File: src/rtl/gp_lut_pkg.sv
// gp_lut_pkg: shared definitions for the GP LUT bank.
//   cfg_sel_e   : CFG_SEL encodings (2-LUT, 3-LUT, 4-LUT, none)
//   LUT*_WIDTH  : truth-table widths of the three LUTs
package gp_lut_pkg;

   typedef enum logic [1:0] {
      SEL_LUT2 = 2'd0,
      SEL_LUT3 = 2'd1,
      SEL_LUT4 = 2'd2,
      SEL_NONE = 2'd3
   } cfg_sel_e;

   localparam int unsigned LUT2_WIDTH = 4;
   localparam int unsigned LUT3_WIDTH = 8;
   localparam int unsigned LUT4_WIDTH = 16;
   localparam int unsigned CFG_WIDTH  = LUT4_WIDTH;

endpackage

File: src/rtl/gp_lut_core.sv
// gp_lut_core: one N-input look-up table with a writable truth table.
//   clk      : clock, table updates on rising edge
//   rst      : synchronous active-high reset, reloads INIT (wins over we)
//   we       : load wdata into the table at the next edge
//   wdata    : new truth table (2^N bits)
//   lut_in   : LUT inputs, lut_in[0] is the index LSB
//   lut_out  : table[lut_in], combinational
//   tbl      : current truth table
module gp_lut_core #(
   parameter int unsigned           N    = 2,
   parameter logic [(1<<N)-1:0]     INIT = '0
) (
   input  logic                clk,
   input  logic                rst,
   input  logic                we,
   input  logic [(1<<N)-1:0]   wdata,
   input  logic [N-1:0]        lut_in,
   output logic                lut_out,
   output logic [(1<<N)-1:0]   tbl
);

   logic [(1<<N)-1:0] tbl_d;
   logic [(1<<N)-1:0] tbl_q;

   always_comb begin
      tbl_d = tbl_q;
      if (rst) begin
         tbl_d = INIT;
      end else if (we) begin
         tbl_d = wdata;
      end
   end

   always_ff @(posedge clk) begin
      tbl_q <= tbl_d;
   end

   assign lut_out = tbl_q[lut_in];
   assign tbl     = tbl_q;

endmodule

File: src/rtl/gp_lut_bank.sv
// gp_lut_bank: bank of three configurable LUTs (2-, 3- and 4-input).
//   CLK, RST        : clock and synchronous active-high reset (reloads INIT*)
//   CFG_WE/SEL/DATA : truth-table write port; SEL 0/1/2 = 2/3/4-LUT, 3 = none
//   CFG_RDATA       : table of the LUT chosen by CFG_SEL, zero-extended
//   IN2_*, IN3_*, IN4_* : LUT inputs, suffix 0 is the index LSB
//   OUT2, OUT3, OUT4    : combinational LUT outputs
module gp_lut_bank
   import gp_lut_pkg::*;
#(
   parameter logic [LUT2_WIDTH-1:0] INIT2 = 4'h0,
   parameter logic [LUT3_WIDTH-1:0] INIT3 = 8'h00,
   parameter logic [LUT4_WIDTH-1:0] INIT4 = 16'h0000
) (
   input  logic                 CLK,
   input  logic                 RST,
   input  logic                 CFG_WE,
   input  logic [1:0]           CFG_SEL,
   input  logic [CFG_WIDTH-1:0] CFG_DATA,
   output logic [CFG_WIDTH-1:0] CFG_RDATA,
   input  logic                 IN2_0,
   input  logic                 IN2_1,
   input  logic                 IN3_0,
   input  logic                 IN3_1,
   input  logic                 IN3_2,
   input  logic                 IN4_0,
   input  logic                 IN4_1,
   input  logic                 IN4_2,
   input  logic                 IN4_3,
   output logic                 OUT2,
   output logic                 OUT3,
   output logic                 OUT4
);

   cfg_sel_e                sel;
   logic                    we2, we3, we4;
   logic [LUT2_WIDTH-1:0]   tbl2;
   logic [LUT3_WIDTH-1:0]   tbl3;
   logic [LUT4_WIDTH-1:0]   tbl4;

   assign sel = cfg_sel_e'(CFG_SEL);

   always_comb begin
      we2 = 1'b0;
      we3 = 1'b0;
      we4 = 1'b0;
      if (CFG_WE) begin
         case (sel)
            SEL_LUT2: we2 = 1'b1;
            SEL_LUT3: we3 = 1'b1;
            SEL_LUT4: we4 = 1'b1;
            default:  ;
         endcase
      end
   end

   gp_lut_core #(.N(2), .INIT(INIT2)) u_lut2 (
      .clk     (CLK),
      .rst     (RST),
      .we      (we2),
      .wdata   (CFG_DATA[LUT2_WIDTH-1:0]),
      .lut_in  ({IN2_1, IN2_0}),
      .lut_out (OUT2),
      .tbl     (tbl2)
   );

   gp_lut_core #(.N(3), .INIT(INIT3)) u_lut3 (
      .clk     (CLK),
      .rst     (RST),
      .we      (we3),
      .wdata   (CFG_DATA[LUT3_WIDTH-1:0]),
      .lut_in  ({IN3_2, IN3_1, IN3_0}),
      .lut_out (OUT3),
      .tbl     (tbl3)
   );

   gp_lut_core #(.N(4), .INIT(INIT4)) u_lut4 (
      .clk     (CLK),
      .rst     (RST),
      .we      (we4),
      .wdata   (CFG_DATA),
      .lut_in  ({IN4_3, IN4_2, IN4_1, IN4_0}),
      .lut_out (OUT4),
      .tbl     (tbl4)
   );

   always_comb begin
      CFG_RDATA = '0;
      case (sel)
         SEL_LUT2: CFG_RDATA = {{(CFG_WIDTH-LUT2_WIDTH){1'b0}}, tbl2};
         SEL_LUT3: CFG_RDATA = {{(CFG_WIDTH-LUT3_WIDTH){1'b0}}, tbl3};
         SEL_LUT4: CFG_RDATA = tbl4;
         default:  CFG_RDATA = '0;
      endcase
   end

endmodule

File: config.mk
export PLATFORM = sky130hd
export DESIGN_NAME = gp_lut_bank
export DESIGN_NICKNAME = d
export VERILOG_FILES = /design/src/rtl/gp_lut_pkg.sv /design/src/rtl/gp_lut_core.sv /design/src/rtl/gp_lut_bank.sv
export SDC_FILE = /design/constraint.sdc
export NUM_CORES = 1
export LEC_CHECK = 0
export BUFFER_PORTS_ARGS = -buffer_cell sky130_fd_sc_hd__buf_2
export CORE_MARGIN = 1
export CORE_UTILIZATION = 35
export CTS_CLUSTER_SIZE = 40
export DETAILED_ROUTE_END_ITERATION = 16
export PLACE_DENSITY = 0.69
export SLEW_MARGIN = 20
export SYNTH_ARGS = -nofsm -noshare
export SYNTH_HDL_FRONTEND = slang
export SYNTH_HIERARCHICAL = 1
export SYNTH_SLANG_ARGS = --single-unit
File: constraint.sdc
create_clock -name CLK -period 1.6 [get_ports CLK]
set_clock_uncertainty 0.1 [all_clocks]
set_input_delay 0.24 -clock CLK [delete_from_list [all_inputs] [get_ports CLK]]
set_output_delay 0.24 -clock CLK [all_outputs]
set_load 0.02 [all_outputs]
==> flow_metrics.env, run 1 <==
export IMPL_status="finished with violations"
export IMPL_violations="setup timing"
export IMPL_use_met1=0.227
export IMPL_critical_path_top_delay_family="multiplexers"
export IMPL_synth_net_count=160
export IMPL_drv_slew=0
export IMPL_max_freq_ghz=0.551
export IMPL_r2r_start="u_lut3/tbl[5]$_SDFFE_PP0P_"
export IMPL_required_ps=1260
export IMPL_grt_pass1_wl_um=5100
export IMPL_powerDensity_nw_per_um2=784
export IMPL_crit_buf_inv=1
export IMPL_hold_depth=3
export IMPL_clock_path_buffers=2
export IMPL_postRouteAntennaNets=0
export IMPL_worstHoldStart="CFG_DATA[10]"
export IMPL_area_growth_synth_to_final_pct=34.8
export IMPL_worst_slew_pin_slew_ps=507
export IMPL_maxCapViolations=0
export IMPL_ys_warn_count=6
export IMPL_syn_area_um2=1450
export IMPL_min_period_ps=1810
export IMPL_ir_worst_vdd_mv=0.831
export IMPL_r2r_slack_ps=730
export IMPL_core_area_um2=4000
export IMPL_insertion_delay_ps=270
export IMPL_clock_sinks=28
export IMPL_postRouteWirelength_um=3230
export IMPL_drcViolationCount=0
export IMPL_die_area_um2=4400
export IMPL_grt_remaining_overflow=0
export IMPL_min_path_type="input pin to flop"
export IMPL_antenna_found_initial=0
export IMPL_fin_total_pwr_uw=1530
export IMPL_dp_cells=226
export IMPL_netlist_instances=130
export IMPL_r2r_cells=3
export IMPL_synth_seq_cells=28
export IMPL_cts_htree_levels=1
export IMPL_io_buffer_count=48
export IMPL_cp_max_fo=3
export IMPL_grt_usage=0.155
export IMPL_hold_violations=0
export IMPL_gp_congestion=0.721
export IMPL_setup_tns_ps=-426
export IMPL_crit_chain="mux4_2 -> mux2_4 -> buf_6"
export IMPL_slew_headroom=0.662
export IMPL_cp_end_kind="primary output"
export IMPL_grt_met2_usage=0.230
export IMPL_ios=49
export IMPL_startpoint_type="flop"
export IMPL_p_leak_uw=0.000887
export IMPL_avgSynthCellArea_um2=11.2
export IMPL_grt_max_degree=29
export IMPL_drt_pass1_iter_count=4
export IMPL_cpPeakStageDelay_ps=460
export IMPL_ys_seq_area_frac=0.387
export IMPL_finalCritPeriodShare=1.13
export IMPL_critPathKind="flop to primary output"
export IMPL_num_vias=1159
export IMPL_gr_usage_met3=0.0448
export IMPL_clk_pin_slew_ps=100
export IMPL_grt_busiest_layer="met2"
export IMPL_via_per_inst=4.77
export IMPL_fp_dieW_um=66.4
export IMPL_worst_r2r_endpoint="u_lut3/tbl[5]$_SDFFE_PP0P_"
export IMPL_cts_tree="built"
export IMPL_rsz0062_at_grt="yes"
export IMPL_post_place_ws_ps=-64.6
export IMPL_final_layout_size_suffix_gt1_frac=0.570
export IMPL_dieHeight_um=66.4
export IMPL_slowest_stage="mux4_2"
export IMPL_finalSetupViolCount=2
export IMPL_diodes=0
export IMPL_wl_per_cell_um=13.3
export IMPL_dp_hpwl_um=2390
export IMPL_row_count=23
export IMPL_ctsRootBufferMaster="clkbuf_8"
export IMPL_min_to="u_lut4/tbl[10]$_SDFFE_PP0P_"
export IMPL_start_util=0.363
export IMPL_nNetsFinal=224
export IMPL_dr_first_iter_drc_count=38
export IMPL_layout_setup_ws_ps=-215
export IMPL_stdcell_count=243
export IMPL_cp_arrival_ps=1470
export IMPL_ys_types=19
export IMPL_final_util=0.489
export IMPL_cts_buffers=3
export IMPL_grt_pass1_vias=1056
-- kinds of logic after synthesis --
group | synth area share
multiplexers | 0.374
buffers and inverters | 0.0449
AND/OR/NAND/NOR | 0.138
flip-flops | 0.387
AO/OA/AOI/OAI | 0.0569
-- cells in the mapped netlist --
library cell | n | area share
clkbuf_1 | 1 | 0.0026
buf_2 | 3 | 0.010
and2_1 | 9 | 0.039
nor3b_1 | 1 | 0.0052
a22o_2 | 3 | 0.021
mux4_2 | 1 | 0.016
clkbuf_2 | 1 | 0.0034
nor2b_2 | 1 | 0.0060
nor2_1 | 28 | 0.072
buf_1 | 2 | 0.0052
mux2i_1 | 35 | 0.24
buf_6 | 3 | 0.023
a22o_4 | 1 | 0.012
nor2b_4 | 1 | 0.0095
and3b_1 | 1 | 0.0060
mux2_2 | 1 | 0.0078
dfxtp_1 | 28 | 0.39
o2bb2ai_1 | 4 | 0.024
mux4_1 | 6 | 0.11
-- metal layers --
metal | wire, um | part of all wire
met3 | 220 | 0.068
met2 | 1370 | 0.42
met4 | 10 | 0.0031
met5 | 0 | 0
met1 | 1630 | 0.50
-- stage by stage --
stage	hold slack, ps	instance area [um2]
floorplan	212	1460
global placement	380	1760
detailed placement	386	1760
CTS	97.8	1930
global route	103	1950
finish	100	1950
-- registers in the layout (all words and copies together) (netlist names) --
name	cells
u_lut4/tbl	16
u_lut2/tbl	4
u_lut3/tbl	8
-- layout make-up --
class	count	area, um2
Multi-Input combinational cell	92	806
Timing Repair Buffer	69	425
Fill cell	381	2050
Clock inverter	1	30.0
Sequential cell	28	589
Tap cell	50	62.6
Clock buffer	3	41.3
-- worst reg2reg max path, stage by stage, from the launching register on --
cell	delay [ps]
dfxtp_2	330
buf_4	130
mux2i_1	130
nor2_1	60
-- where the power goes --
group          switching [uW]  internal [uW]  leakage, uW  total [uW]
Clock                     223            335    0.0000357         558
Combinational             110            123     0.000613         233
Sequential               16.1            724     0.000238         740
-- layout by cell type, fill, tap and decap left out, drive strengths merged --
cell type / synthesis / routed
dfxtp: 28 / 28
and3b: 1 / 1
clkbuf: 2 / 3
mux4: 7 / 7
nor2b: 2 / 2
nor3b: 1 / 1
bufinv: 0 / 1
mux2: 1 / 1
nor2: 28 / 28
mux2i: 35 / 35
and2: 9 / 9
buf: 8 / 69
a22o: 4 / 4
o2bb2ai: 4 / 4
-- worst max-delay path by stage --
stage / startpoint / slack (ps) / depth (start not counted) / end
2_1_floorplan: CFG_SEL[1] / 20 / 8 / u_lut4/tbl[10]$_SDFFE_PP0P_
3_3_place_gp: IN4_0 / -40 / 5 / OUT4
3_5_place_dp: IN4_0 / -60 / 5 / OUT4
4_1_cts: u_lut3/tbl[5]$_SDFFE_PP0P_ / -220 / 3 / OUT3
5_1_grt: u_lut4/tbl[11]$_SDFFE_PP0P_ / -270 / 4 / OUT4
6_report: u_lut3/tbl[7]$_SDFFE_PP0P_ / -210 / 3 / OUT3
-- what timing repair did --
action / in CTS / in global routing
buffers inserted: 11 / 2
hold buffers: 0 / 0
setup endpoints to repair: 2 / 3
resized for setup: 26 / 9
No activity file was read; power rests on OpenSTA's default activity.
==> run 2, diff against run 1 <==
--- a/config.mk
+++ b/config.mk
@@ -10,7 +10,7 @@
 export CORE_UTILIZATION = 35
 export CTS_CLUSTER_SIZE = 40
 export DETAILED_ROUTE_END_ITERATION = 16
-export PLACE_DENSITY = 0.69
+export PLACE_DENSITY = 0.67
 export SLEW_MARGIN = 20
 export SYNTH_ARGS = -nofsm -noshare
 export SYNTH_HDL_FRONTEND = slang
==> constraint.sdc (replaced) <==
create_clock -name CLK -period 2.25 [get_ports CLK]
set_clock_uncertainty 0.1 [all_clocks]
set_input_delay 0.3375 -clock CLK [delete_from_list [all_inputs] [get_ports CLK]]
set_output_delay 0.3375 -clock CLK [all_outputs]
set_load 0.02 [all_outputs]
==> run 2 against run 1 <==
Compared with the run above: the run now ends clean; cell count is 7.8% lower; largest cell class unchanged; hold slack better by 96 ps; combinational power is 40% lower; sequential cell count stayed put; global-route usage is 1.1 points lower; die area stayed put.
==> flow_metrics.env, run 2 (synthesis results as in run 1) <==
export IMPL_final_layout_size_suffix_gt1_frac=0.356
export IMPL_maxCapViolations=0
export IMPL_finalSetupViolCount=0
export IMPL_wl_per_cell_um=13.6
export IMPL_postRouteAntennaNets=0
export IMPL_cp_max_fo=3
export IMPL_row_count=23
export IMPL_grt_usage=0.143
export IMPL_min_path_type="input pin to flop"
export IMPL_drt_pass1_iter_count=4
export IMPL_clock_path_buffers=2
export IMPL_crit_chain="mux4_1 -> mux2_2 -> buf_2"
export IMPL_cts_htree_levels=1
export IMPL_worstHoldStart="CFG_DATA[15]"
export IMPL_layout_setup_ws_ps=277
export IMPL_antenna_found_initial=0
export IMPL_cts_buffers=3
export IMPL_critPathKind="flop to primary output"
export IMPL_required_ps=1810
export IMPL_nNetsFinal=205
export IMPL_min_period_ps=1970
export IMPL_clock_sinks=28
export IMPL_drv_slew=0
export IMPL_cts_tree="built"
export IMPL_post_cts_buffers=0
export IMPL_die_area_um2=4400
export IMPL_gp_congestion=0.693
export IMPL_cp_arrival_ps=1540
export IMPL_insertion_delay_ps=270
export IMPL_ios=49
export IMPL_hold_buffers=0
export IMPL_dieHeight_um=66.4
export IMPL_r2r_start="u_lut4/tbl[3]$_SDFFE_PP0P_"
export IMPL_grt_max_degree=29
export IMPL_dr_first_iter_drc_count=17
export IMPL_finalCritPeriodShare=0.877
export IMPL_fin_total_pwr_uw=971
export IMPL_start_util=0.363
export IMPL_slowest_stage="mux4_1"
export IMPL_via_per_inst=4.81
export IMPL_cts_resized_gates=0
export IMPL_ir_worst_vdd_mv=0.300
export IMPL_drcViolationCount=0
export IMPL_area_growth_synth_to_final_pct=21.2
export IMPL_ctsRootBufferMaster="clkbuf_8"
export IMPL_p_leak_uw=0.000803
export IMPL_clk_pin_slew_ps=90
export IMPL_grt_remaining_overflow=0
export IMPL_powerDensity_nw_per_um2=552
export IMPL_cpPeakStageDelay_ps=500
export IMPL_io_buffer_count=48
export IMPL_postRouteWirelength_um=3060
export IMPL_startpoint_type="flop"
export IMPL_max_freq_ghz=0.507
export IMPL_post_place_ws_ps=362
export IMPL_grt_pass1_vias=1039
export IMPL_final_util=0.439
export IMPL_setup_tns_ps=0
export IMPL_layout_commonest_cell="buf_2"
export IMPL_cp_end_kind="primary output"
export IMPL_num_vias=1078
export IMPL_grt_pass1_wl_um=4860
export IMPL_worst_slew_pin_slew_ps=499
export IMPL_hold_violations=0
export IMPL_largest_reg_flops=16
export IMPL_core_area_um2=4000
export IMPL_cp_startpoint="u_lut3/tbl[1]$_SDFFE_PP0P_"
export IMPL_slew_headroom=0.668
export IMPL_fp_dieW_um=66.4
export IMPL_status="finished clean"
export IMPL_dp_hpwl_um=2320
export IMPL_diodes=0
export IMPL_rsz0062_at_grt="no"
export IMPL_final_cell_mix="48 x buf_2, 35 x mux2i_1, 28 x nor2_1, 28 x dfxtp_1, 9 x and2_1"
-- run 2: path summary, 6_finish.rpt --
| path | depth (start not counted) | end | slack (ps) |
|---|---|---|---|
| worst min register to register | 2 | u_lut4/tbl[11]$_SDFFE_PP0P_ | 420 |
| worst max-delay path | 3 | OUT3 | 280 |
| worst max register to register | 2 | u_lut4/tbl[3]$_SDFFE_PP0P_ | 1500 |
| worst min-delay path | 3 | u_lut4/tbl[15]$_SDFFE_PP0P_ | 200 |
-- run 2: report_power, final --
part,switching [uW],total [uW],internal (uW)
Combinational,70.9,139,68.0
Clock,150,307,157
Sequential,13.1,526,512
-- run 2: stage by stage --
| step | hold slack [ps] | instances | area [um2] |
|---|---|---|---|
| floorplan | 310 | 130 | 1450 |
| global placement | 390 | 220 | 1700 |
| detailed placement | 403 | 220 | 1700 |
| CTS | 196 | 224 | 1760 |
| global route | 219 | 224 | 1760 |
| finish | 197 | 224 | 1760 |
-- run 2: critical path, delay by kind of cell, from the launching register on --
family                 cells  cell delay [ps]
muxes                      2              770
buffers and inverters      1              150
DFF                        1              340
-- run 2: layer usage --
| metal | vias up | track usage | share of wire |
|---|---|---|---|
| li1 | 557 | - | - |
| met1 | 475 | 0.208 | 0.50 |
| met2 | 42 | 0.216 | 0.43 |
| met3 | 4 | 0.0241 | 0.060 |
| met4 | 0 | 0.0399 | 0.0079 |
| met5 | - | 0 | 0 |
-- run 2: cell type report --
class                      instances  area (um2)
tap                               50        62.6
clock buffer                       4        55.1
sequential                        28         561
multi-input combinational         92         825
timing repair buffer              50         255
fill                             397        2240
==> run 3, diff against run 2 <==
--- a/config.mk
+++ b/config.mk
@@ -5,12 +5,14 @@
 export SDC_FILE = /design/constraint.sdc
 export NUM_CORES = 1
 export LEC_CHECK = 0
+export ABC_CLOCK_PERIOD_IN_PS = 2250
 export BUFFER_PORTS_ARGS = -buffer_cell sky130_fd_sc_hd__buf_2
 export CORE_MARGIN = 1
 export CORE_UTILIZATION = 35
 export CTS_CLUSTER_SIZE = 40
 export DETAILED_ROUTE_END_ITERATION = 16
 export PLACE_DENSITY = 0.67
+export RECOVER_POWER = 100
 export SLEW_MARGIN = 20
 export SYNTH_ARGS = -nofsm -noshare
 export SYNTH_HDL_FRONTEND = slang
==> run 3 against run 2 <==
Compared with the run above: combinational power shrank 3%; maximum frequency shrank 0.57%; first-iteration DRC count shrank 5.9%; wire length shrank 0.39%; hold slack gained 1.0 ps; cell area shrank 1.7%; via count shrank 0.28%; sequential share of layout area grew 0.55 points; die area is the same.
==> flow_metrics.env, run 3 (synthesis results as in run 1) <==
export IMPL_hold_violations=0
export IMPL_antenna_found_initial=0
export IMPL_critical_path_top_delay_family="multiplexers"
export IMPL_clk_pin_slew_ps=90
export IMPL_grt_usage=0.143
export IMPL_hold_buffers=0
export IMPL_ios=49
export IMPL_p_leak_uw=0.000717
export IMPL_maxCapViolations=0
export IMPL_min_path_type="input pin to flop"
export IMPL_grt_remaining_overflow=0
export IMPL_post_cts_buffers=0
export IMPL_clock_path_buffers=2
export IMPL_gp_congestion=0.693
export IMPL_cts_tree="built"
export IMPL_via_per_inst=4.80
export IMPL_postRouteWirelength_um=3040
export IMPL_ctsRootBufferMaster="clkbuf_8"
export IMPL_post_place_ws_ps=362
export IMPL_slowest_stage="mux4_1"
export IMPL_stdcell_area_um2=1730
export IMPL_layout_commonest_cell="mux2i_1"
export IMPL_dp_hpwl_um=2320
export IMPL_clock_sinks=28
export IMPL_dieHeight_um=66.4
export IMPL_io_buffer_count=48
export IMPL_required_ps=1810
export IMPL_crit_chain="mux4_1 -> mux2_2 -> clkbuf_1"
export IMPL_drv_slew=0
export IMPL_fp_dieW_um=66.4
export IMPL_setup_tns_ps=0
export IMPL_powerDensity_nw_per_um2=560
export IMPL_fillers=406
export IMPL_ir_worst_vdd_mv=0.299
export IMPL_rsz0062_at_grt="no"
export IMPL_max_freq_ghz=0.504
export IMPL_cp_arrival_ps=1550
export IMPL_finalSetupViolCount=0
export IMPL_area_growth_synth_to_final_pct=19.2
export IMPL_critPathKind="flop to primary output"
export IMPL_postRouteAntennaNets=0
export IMPL_cts_buffers=3
export IMPL_num_vias=1075
export IMPL_cts_resized_gates=0
export IMPL_final_cell_mix="35 x mux2i_1, 29 x buf_2, 28 x nor2_1, 28 x dfxtp_1, 20 x clkbuf_1"
export IMPL_status="finished clean"
export IMPL_dr_first_iter_drc_count=16
export IMPL_nNetsFinal=205
export IMPL_cts_htree_levels=1
export IMPL_placed_area_um2=1700
export IMPL_min_period_ps=1980
export IMPL_insertion_delay_ps=270
export IMPL_drcViolationCount=0
export IMPL_largest_reg_flops=16
export IMPL_finalCritPeriodShare=0.882
export IMPL_drt_pass1_iter_count=4
export IMPL_worst_slew_pin_slew_ps=534
export IMPL_crit_buf_inv=1
export IMPL_layout_setup_ws_ps=266
export IMPL_die_area_um2=4400
export IMPL_final_layout_size_suffix_gt1_frac=0.241
export IMPL_grt_max_degree=29
export IMPL_start_util=0.363
export IMPL_cp_end_kind="primary output"
export IMPL_core_area_um2=4000
export IMPL_slew_headroom=0.644
export IMPL_wl_per_cell_um=13.6
export IMPL_grt_pass1_vias=1039
export IMPL_grt_pass1_wl_um=4860
export IMPL_row_count=23
export IMPL_diodes=0
export IMPL_cp_max_fo=3
export IMPL_fin_total_pwr_uw=967
export IMPL_startpoint_type="flop"
export IMPL_cpPeakStageDelay_ps=500
-- run 3: cell count changes in the layout (fill, tap and decap cells not counted), sizes merged --
cell	change
clkbuf	+21
buf	-21
-- run 3: cell type report --
type,count,area [um2],share of cell area
Multi-Input combinational cell,92,825,0.477
Timing Repair Buffer,50,225,0.130
Sequential cell,28,561,0.324
Clock buffer,4,55.1,0.0319
Tap cell,50,62.6,0.0362
-- run 3: layer usage --
| layer | share of wire | track usage |
|---|---|---|
| met3 | 0.061 | 0.0241 |
| met2 | 0.42 | 0.216 |
| met4 | 0.0079 | 0.0399 |
| met5 | 0 | 0 |
| met1 | 0.51 | 0.208 |
-- run 3: power by group --
part           total, uW  internal [uW]  leakage [uW]  switching [uW]
Sequential           526            512      0.000228            13.2
Clock                306            156     0.0000288             150
Combinational        135           64.5      0.000461            70.9
-- run 3: final timing paths --
check	start	to	slack (ps)	cells after the start
setup / recovery	u_lut3/tbl[1]$_SDFFE_PP0P_	OUT3	270	3
setup reg to reg	u_lut4/tbl[3]$_SDFFE_PP0P_	u_lut4/tbl[3]$_SDFFE_PP0P_	1490	2
hold reg to reg	u_lut4/tbl[11]$_SDFFE_PP0P_	u_lut4/tbl[11]$_SDFFE_PP0P_	420	2
hold / removal	CFG_DATA[15]	u_lut4/tbl[15]$_SDFFE_PP0P_	200	3
-- run 3: worst register-to-register path: cells and delay by family, from the launching register on --
family / cells / cell delay [ps]
muxes: 1 / 140
and+or+nand+nor: 1 / 50
DFF: 1 / 360
-- run 3: per-stage QoR --
step | cells | utilization | hold WS [ps]
2_1_floorplan | 130 | - | 310
3_3_place_gp | 220 | 0.426 | 390
3_5_place_dp | 220 | 0.426 | 403
4_1_cts | 224 | 0.439 | 196
5_1_grt | 224 | 0.432 | 219
6_report | 224 | 0.432 | 198
